## src/rtl/uart_rx_os.sv

```systemverilog
// uart_rx_os: oversampling UART receiver with majority vote, parity, framing/overrun detection and valid/ready output
module uart_rx_os #(
  parameter int DATA_WIDTH = 8,
  parameter int OVERSAMPLE = 16,
  parameter int DIV_W = 16
) (
  input  logic                  clk,
  input  logic                  rst,
  input  logic                  rx_in,
  input  logic [DIV_W-1:0]      baud_div,
  input  logic                  parity_en,
  input  logic                  parity_odd,
  input  logic                  parity_per_byte,
  input  logic                  two_stop,
  output logic [DATA_WIDTH-1:0] data,
  output logic                  valid,
  input  logic                  ready,
  output logic                  parity_err,
  output logic                  frame_err,
  output logic                  overrun,
  output logic                  busy
);
  localparam int TW = $clog2(OVERSAMPLE);
  localparam int BW = $clog2(DATA_WIDTH + 1);
  localparam logic [TW-1:0] T_S0 = TW'(OVERSAMPLE / 2 - 1);
  localparam logic [TW-1:0] T_S1 = TW'(OVERSAMPLE / 2);
  localparam logic [TW-1:0] T_RES = TW'(OVERSAMPLE / 2 + 1);
  localparam logic [TW-1:0] T_END = TW'(OVERSAMPLE - 1);
  localparam logic [BW-1:0] BC_MAX = BW'(DATA_WIDTH);
  typedef enum logic [2:0] {IDLE, START, DATA, PARITY, STOP} state_t;
  state_t state, state_n;
  logic s1, rx_s, prev;
  logic [DIV_W-1:0] divc, div_cap;
  logic [TW-1:0] tcnt;
  logic [1:0] smp;
  logic [BW-1:0] bc, bc_inc;
  logic [DATA_WIDTH-1:0] sh;
  logic par, perr_acc, ferr_acc, stop2;
  logic pen, podd, pbyte, tstop;
  logic start_det, tick, res, bend, bit_v, deliver;
  assign start_det = state == IDLE && prev && !rx_s;
  assign tick = state != IDLE && divc == div_cap;
  assign res = tick && tcnt == T_RES;
  assign bend = tick && tcnt == T_END;
  // the third vote is the live sample on the resolving tick
  assign bit_v = (smp[0] & smp[1]) | (smp[0] & rx_s) | (smp[1] & rx_s);
  assign deliver = state == STOP && res && (!tstop || stop2);
  assign bc_inc = bc + 1'b1;
  assign busy = state != IDLE;
  // two-flop synchroniser plus previous-sample register for edge detection; idle level is 1
  always_ff @(posedge clk or posedge rst)
    if (rst) begin
      s1 <= 1'b1;
      rx_s <= 1'b1;
      prev <= 1'b1;
    end else begin
      s1 <= rx_in;
      rx_s <= s1;
      prev <= rx_s;
    end
  // state register
  always_ff @(posedge clk or posedge rst)
    if (rst) state <= IDLE;
    else state <= state_n;
  // frame sequencing: glitch reject in START, byte/word parity slots, early exit at final stop resolution
  always_comb begin
    state_n = state;
    case (state)
      IDLE:    state_n = start_det ? START : IDLE;
      START:   state_n = (res && bit_v) ? IDLE : bend ? DATA : START;
      DATA:    state_n = !bend ? DATA :
                         (pen && pbyte && bc_inc[2:0] == 3'd0) ? PARITY :
                         bc_inc == BC_MAX ? (pen ? PARITY : STOP) : DATA;
      PARITY:  state_n = !bend ? PARITY : bc < BC_MAX ? DATA : STOP;
      STOP:    state_n = deliver ? IDLE : STOP;
      default: state_n = IDLE;
    endcase
  end
  // baud/oversample timing, config capture, sampling, shift register and error accumulators
  always_ff @(posedge clk or posedge rst)
    if (rst) begin
      divc <= '0;
      tcnt <= '0;
      div_cap <= '0;
      pen <= 1'b0;
      podd <= 1'b0;
      pbyte <= 1'b0;
      tstop <= 1'b0;
      smp <= '0;
      bc <= '0;
      sh <= '0;
      par <= 1'b0;
      perr_acc <= 1'b0;
      ferr_acc <= 1'b0;
      stop2 <= 1'b0;
    end else if (start_det) begin
      divc <= '0;
      tcnt <= '0;
      div_cap <= baud_div;
      pen <= parity_en;
      podd <= parity_odd;
      pbyte <= parity_per_byte;
      tstop <= two_stop;
      bc <= '0;
      par <= 1'b0;
      perr_acc <= 1'b0;
      ferr_acc <= 1'b0;
      stop2 <= 1'b0;
    end else if (state != IDLE) begin
      divc <= tick ? '0 : divc + 1'b1;
      if (tick) tcnt <= tcnt == T_END ? '0 : tcnt + 1'b1;
      if (tick && tcnt == T_S0) smp[0] <= rx_s;
      if (tick && tcnt == T_S1) smp[1] <= rx_s;
      if (res && state == DATA) begin
        sh <= {bit_v, sh[DATA_WIDTH-1:1]};
        par <= par ^ bit_v;
      end
      if (res && state == PARITY) begin
        perr_acc <= perr_acc | (bit_v ^ par ^ podd);
        par <= 1'b0;
      end
      if (res && state == STOP && !bit_v) ferr_acc <= 1'b1;
      if (bend && state == DATA) bc <= bc_inc;
      if (bend && state == STOP) stop2 <= 1'b1;
    end
  // output holding register: load when free or consumed same cycle, else drop and flag overrun
  always_ff @(posedge clk or posedge rst)
    if (rst) begin
      data <= '0;
      valid <= 1'b0;
      parity_err <= 1'b0;
      frame_err <= 1'b0;
      overrun <= 1'b0;
    end else if (deliver && (!valid || ready)) begin
      data <= sh;
      parity_err <= perr_acc;
      frame_err <= ferr_acc | !bit_v;
      valid <= 1'b1;
    end else if (deliver) begin
      overrun <= 1'b1;
    end else if (valid && ready) begin
      valid <= 1'b0;
      parity_err <= 1'b0;
      frame_err <= 1'b0;
      overrun <= 1'b0;
    end
endmodule

```

## config.mk

```make
export PLATFORM = sky130hd
export DESIGN_NAME = uart_rx_os
export DESIGN_NICKNAME = d
export VERILOG_FILES = /design/src/rtl/uart_rx_os.sv
export SDC_FILE = /design/constraint.sdc
export NUM_CORES = 1
export LEC_CHECK = 0
export CAP_MARGIN = 20
export CORE_MARGIN = 4
export CORE_UTILIZATION = 25
export CTS_CLUSTER_SIZE = 20
export DETAILED_ROUTE_END_ITERATION = 10
export DONT_BUFFER_PORTS = 1
export RECOVER_POWER = 25
export SYNTH_ARGS = -nofsm -noshare
export SYNTH_HDL_FRONTEND = slang
export SYNTH_SLANG_ARGS = --single-unit
```

## constraint.sdc

```tcl
create_clock -name clk -period 4.6 [get_ports clk]
set_input_delay 0 -clock clk [delete_from_list [all_inputs] [get_ports clk]]
set_output_delay 0 -clock clk [all_outputs]
set_load 0.03 [all_outputs]
```

# Word-level counts from Yosys, hierarchy flattened

Index checks and enable logic that the tools add are counted.

Logic and storage cells: 138
Register bits: 76
Output and inout port bits: 13
Input port bits: 24

$lt $le $gt $ge: 1
Eq/ne operators: 11
Reduce and logical (&&, ||, !) cells: 48
Multiplexer cells: 40
Bitwise gates (word level): 11
Add/sub/neg operators: 3

Operators by type and width:

| kind                                                                   | count |
|---|---|
| 16-bit 2-to-1 mux                                                      | 3 |
| 4-bit 2-to-1 mux                                                       | 7 |
| 3-bit 2-to-1 mux                                                       | 7 |
| 1-bit 2-to-1 mux                                                       | 20 |
| 1-bit logical AND                                                      | 19 |
| 16-bit by 1-bit adder with 16-bit output (second input constant)       | 1 |
| 16-bit equality test                                                   | 1 |
| 4-bit equality test (second input constant)                            | 4 |
| 2-bit AND reduction                                                    | 8 |
| 2-bit nonzero test                                                     | 8 |
| 3-bit case mux with 5 select lines                                     | 1 |
| 3-bit AND reduction                                                    | 3 |
| 4-bit by 1-bit adder with 4-bit output (second input constant)         | 2 |
| 3-bit by 2-bit equality test with 1-bit output (second input constant) | 2 |
| 3-bit zero test                                                        | 2 |
| 3-bit nonzero test                                                     | 2 |
| 4-bit by 3-bit equality test with 1-bit output (second input constant) | 1 |
| 1-bit zero test                                                        | 4 |
| 4-bit < comparator (second input constant)                             | 1 |
| 2-bit 2-to-1 mux                                                       | 2 |
| 1-bit OR                                                               | 4 |
| 1-bit bitwise AND                                                      | 3 |
| 3-bit by 1-bit equality test with 1-bit output (second input constant) | 1 |
| 3-bit equality test (second input constant)                            | 1 |
| other kinds (4)                                                        | 7 |

# Depth between registers and ports, before layout

Depth in word-level cells: 9
Depth in mapped cells: 8
Depth with buffers taken out: 7

# Worst setup path before layout

Ideal clock, no wire load.

Path kind: register -> register
Start: register divc[0]
End: register data[0]
Stages on the path, launching flop included: 8
Slack: 2.198 ns
Path buffers: 2
Required time: 4.475 ns
Library setup time: 0.125 ns
Period minus slack after synthesis: 2.402 ns
Data arrival time: 2.277 ns
Cells stage by stage: dfrtp_1 xnor2_1 nand4_1 or4_1 buf_2 or4_4 buf_6 mux2_4

Longest elaborated chain between the ends: 6

RTL lines:

| element                         | line | text |
|---|---|---|
| from (decl)                     | 33   | `logic [DIV_W-1:0] divc, div_cap;` |
| from (signal assigned)          | 110  | `divc <= tick ? '0 : divc + 1'b1;` |
| 16-bit equality test            | 42   | `assign tick = state != IDLE && divc == div_cap;` |
| 1-bit logical AND               | 42   |  |
| 1-bit logical AND               | 43   | `assign res = tick && tcnt == T_RES;` |
| 1-bit logical AND (2 in series) | 47   | `assign deliver = state == STOP && res && (!tstop \|\| stop2);` |
| 1-bit logical AND               | 134  | `end else if (deliver && (!valid \|\| ready)) begin` |
| to (signal assigned)            | 135  | `data <= sh;` |
| to (decl)                       | 15   | `output logic [DATA_WIDTH-1:0] data,` |

Every way passes these cells.
A chain may end at the register's enable or synchronous reset.

# Final worst setup path

Start: register state[0]
End: register data[5]

Longest elaborated chain between the ends: 6
Elaborated cells between the ends (all ways): 7
Those cells by class: eq/ne (1); reduce/logical (6)

RTL lines:

| element                         | line | text |
|---|---|---|
| from (decl)                     | 31   | `state_t state, state_n;` |
| from (signal assigned)          | 64   | `else state <= state_n;` |
| 3-bit nonzero test              | -    |  |
| net busy                        | 21   | `output logic busy` |
| 1-bit logical AND               | 42   |  |
| 1-bit logical AND               | 43   |  |
| 1-bit logical AND (2 in series) | 47   |  |
| 1-bit logical AND               | 134  |  |

The timed path passes the listed nets, and every way through them passes these cells.

==> results.rst <==
.. list-table::
   :header-rows: 1

   * - Metric
     - Value
   * - Result of the run
     - finished with violations
   * - Violated checks
     - capacitance limit, slew limit
   * - Latest clock arrival within the worst-skew pair
     - roughly 340 ps
   * - Share of synthesized cell area in and, or, nand and nor gates
     - slightly above 20%
   * - Worst min-delay path category
     - in2reg
   * - Worst setup SP type
     - flip-flop
   * - Number of clock sinks seen by CTS
     - 76
   * - Shortest period the worst path allows
     - 2710 ps
   * - Leakage power total
     - about 2 nW
   * - Boundary Pins
     - 37
   * - Core outline area
     - between 10,000 and 15,000 um2
   * - Maximum vdd drop
     - approximately 0.26 mV
   * - Biggest fanout along the worst timing path
     - 11
   * - Total die area
     - between 15,000 and 20,000 um2
   * - Post-synthesis xor/xnor area fraction
     - under 10%
   * - Unrepaired setup endpoints after global routing
     - no
   * - Post-synthesis net count
     - 406
   * - Cell area after placement
     - 3970 um2
   * - Synthesized area per cell
     - 9.97 um2
   * - Max transition margin
     - -23.4%
   * - Maximum number of buffers from clock root to sink
     - 2
   * - Cell internal power dissipation
     - 1.37 mW
   * - Final nets
     - around 430
   * - Seq cells post-synth
     - 76
   * - Number of core rows
     - 44
   * - Fraction of synthesis flops using an asynchronous set or reset pin
     - between 90% and 100%
   * - Fraction of the yosys area taken by sequential cells
     - 50.8%
   * - Worst setup margin
     - ~1900 ps
   * - Height of the chip
     - ~130 um
   * - Detailed router's first-iteration violation count
     - about 130
   * - Non-Filler Cell Area, Final
     - between 4000 and 5000 um2
   * - Leading cell types in the layout, fill and taps excluded
     - nand2_1 (85), dfrtp_1 (73), xnor2_1 (31)
   * - Clock share of power
     - a little over a third
   * - Antenna viol nets, final
     - 0
   * - DPL Wire Length
     - roughly 5700 um
   * - Power consumption
     - around 1.9 mW
   * - Detailed-routing iteration count for the pre-antenna-repair pass
     - 5
   * - Total negative setup slack
     - 0 ps
   * - Seq pwr share
     - 44.6%
   * - Clock tree from TritonCTS
     - done
   * - Net Sw Power
     - ~0.58 mW
   * - Adder and majority cell fraction of the synthesized area
     - 2.27%
   * - Share of layout cells above drive strength 1
     - between 10% and 20%
   * - Crit Path Class
     - reg2reg
   * - Area used by sequential logic in the layout
     - between 1500 and 2000 um2
   * - Global-route wire length before repair
     - about 14,000 um
   * - EDFF count, synth
     - 0
   * - Number of global-route vias before repair
     - 2,811
   * - Power density over cell area
     - between 400 and 500 nW/um2
   * - Place WS
     - 1920 ps
   * - Post-synthesis mux area share
     - around 7.3%
   * - Post-cts resize count
     - 0
   * - Antenna cells
     - 0
   * - Largest net degree at the start of global routing
     - 77
   * - Required time of the critical path
     - between 4000 and 5000 ps
   * - Max-cap violations
     - 1
   * - Primary flip-flop cell chosen by synthesis mapping
     - dfrtp_1
   * - Type of destination of the critical path
     - flip-flop
   * - Final period util
     - roughly 60%
   * - Synthesized instance count
     - approximately 380
   * - Warnings from Yosys
     - 0
   * - Share of total power in combinational logic
     - a little under a fifth
   * - Fin. max-slew vios
     - 33
   * - Dominant combinational cell family by area after synthesis
     - simple AND/OR/NAND/NOR gates
   * - Filler instances
     - approximately 1.5k
   * - Die width
     - about 130 um
   * - Sum of overflow across all layers after global routing
     - 0
   * - Final-report setup violation count
     - 0
   * - Clk_skew
     - 7.05 ps
   * - Area taken by multi-input logic gates
     - between 1500 and 2000 um2
   * - Drt wl/cell
     - approximately 14 um
   * - Global-route total usage across every layer
     - around a tenth
   * - Synth-to-layout area growth
     - 20.9%
   * - Clock input transition at the sequential cells of the worst setup and hold paths
     - around 60 ps
   * - Slew at the pin closest to its max-slew limit
     - around 1900 ps
   * - Flop2flop setup slack
     - around 1900 ps
   * - Placer congestion estimate
     - roughly 0.84
   * - Residual DRC
     - 0
   * - Effective utilization at floorplan
     - about a quarter
   * - Switching share of total power
     - between 20% and 30%
   * - Final Hold Viols
     - 0
   * - Via count normalized by instance count
     - approximately 4.7
   * - Worst endpoint data arrival time
     - slightly below 3000 ps
   * - Antenna violations before repair
     - 0
   * - Share of the synthesized area in compound gates (AO/OA/AOI/OAI)
     - 7.84%
   * - Number of clock buffers inserted by TritonCTS
     - 9
   * - Drt total wl
     - between 8000 and 9000 um
   * - Input/output buffers
     - 0
   * - Number of buffers inserted for hold repair after clock tree synthesis
     - 23
   * - Synth unique cells
     - 50
   * - Summed instance area of the synthesized netlist
     - 3750 um2
   * - Number of buffers added for setup after CTS
     - 0
   * - Cell at the root of the clock tree
     - clkbuf_16
   * - Routed via count
     - 2,809
   * - Worst slack on hold paths
     - approximately 220 ps
   * - Commonest non-fill, non-tap cell in the layout
     - nand2_1
   * - Count of H-tree levels built during CTS
     - 3
   * - Fmax
     - roughly 0.37 GHz
-- power groups by stage --
stage	logic, mW	registers [mW]	clock network [mW]
2_1_floorplan	0.281	0.852	0
3_3_place_gp	0.346	0.875	0
3_5_place_dp	0.350	0.881	0
4_1_cts	0.371	0.870	0.726
5_1_grt	0.421	0.884	0.758
6_report	0.367	0.868	0.710
-- state kept, by name, summed over array words and instances, names as in the netlist, 2 cells and up --
register,flops
div_cap,16
divc,16
data,8
sh,8
bc,4
tcnt,4
state,3
smp,2
-- cell type report --
class / count / area share [%]
clock buffers: 11 / 5.36
repair buffers: 32 / 6.93
well taps: 184 / 5.08
flip-flops and latches: 76 / 42.1
inverters: 15 / 1.27
multi-input cells: 269 / 37.9
clock inverters: 5 / 1.35
-- worst max-delay path, stage by stage (launching register included) --
cell      delay, ps
dfrtp_1         540
nor3_2          130
clkinv_2        210
nand2_1         120
or4_1           570
or4_4           690
mux2_4          340
-- final timing paths --
check | from | to | cells past startpoint
setup / recovery | state[0]$_DFF_PP0_ | data[5]$_DFFE_PP0P_ | 6
hold / removal | rx_in | s1$_DFF_PP1_ | 1
setup reg to reg | state[0]$_DFF_PP0_ | data[5]$_DFFE_PP0P_ | 6
hold reg to reg | s1$_DFF_PP1_ | rx_s$_DFF_PP1_ | 0
max in group asynchronous | rst | prev$_DFF_PP1_ | 4
min in group asynchronous | rst | smp[0]$_DFFE_PP0P_ | 3
-- stage by stage --
stage	util, %	instances
after detailed placement	27.2	551
after global placement	27.2	551
after global routing	31.1	592
after floorplan	-	376
final	31.1	592
after CTS	30.8	590
-- Yosys cell counts (2+ instances only) --
cell | count | area (um2)
ha_1 | 6 | 75.1
nor2_1 | 15 | 56.3
xor2_1 | 2 | 17.5
o2111ai_1 | 2 | 17.5
nand2b_1 | 4 | 25.0
mux2_4 | 8 | 120
nor4_1 | 5 | 31.3
nand3b_1 | 2 | 15.0
nor2b_1 | 3 | 18.8
nand2_1 | 85 | 319
dfstp_2 | 3 | 78.8
mux2i_1 | 4 | 40.0
nand3_1 | 11 | 55.1
dfrtp_1 | 73 | 1830
a31o_2 | 6 | 52.6
o31ai_1 | 3 | 22.5
mux2_2 | 10 | 113
nor3_1 | 19 | 95.1
inv_1 | 14 | 52.6
xnor2_1 | 31 | 272
o211ai_1 | 3 | 22.5
o22ai_1 | 2 | 12.5
and3_1 | 2 | 12.5
nand4_1 | 9 | 56.3
a21oi_1 | 7 | 35.0
clkbuf_1 | 14 | 52.6
o311ai_0 | 2 | 17.5
or4_1 | 3 | 22.5
o21ai_0 | 7 | 35.0
-- metal layers --
metal  wire length, um  track usage (%)  vias up
li1                  -                -     1356
met1              3760             13.1     1378
met2              4000             16.9       63
met3               527             3.37       12
met4               129             3.33        0
met5                 0                0        -
-- cell families after synthesis --
logic type / count (synthesis)
simple gates: 166
compound gates: 41
mux: 22
fa+ha+maj: 7
xor+xnor: 33
buf+inv: 31
flops: 76
Note: power is estimated with default switching activity, not from simulation.
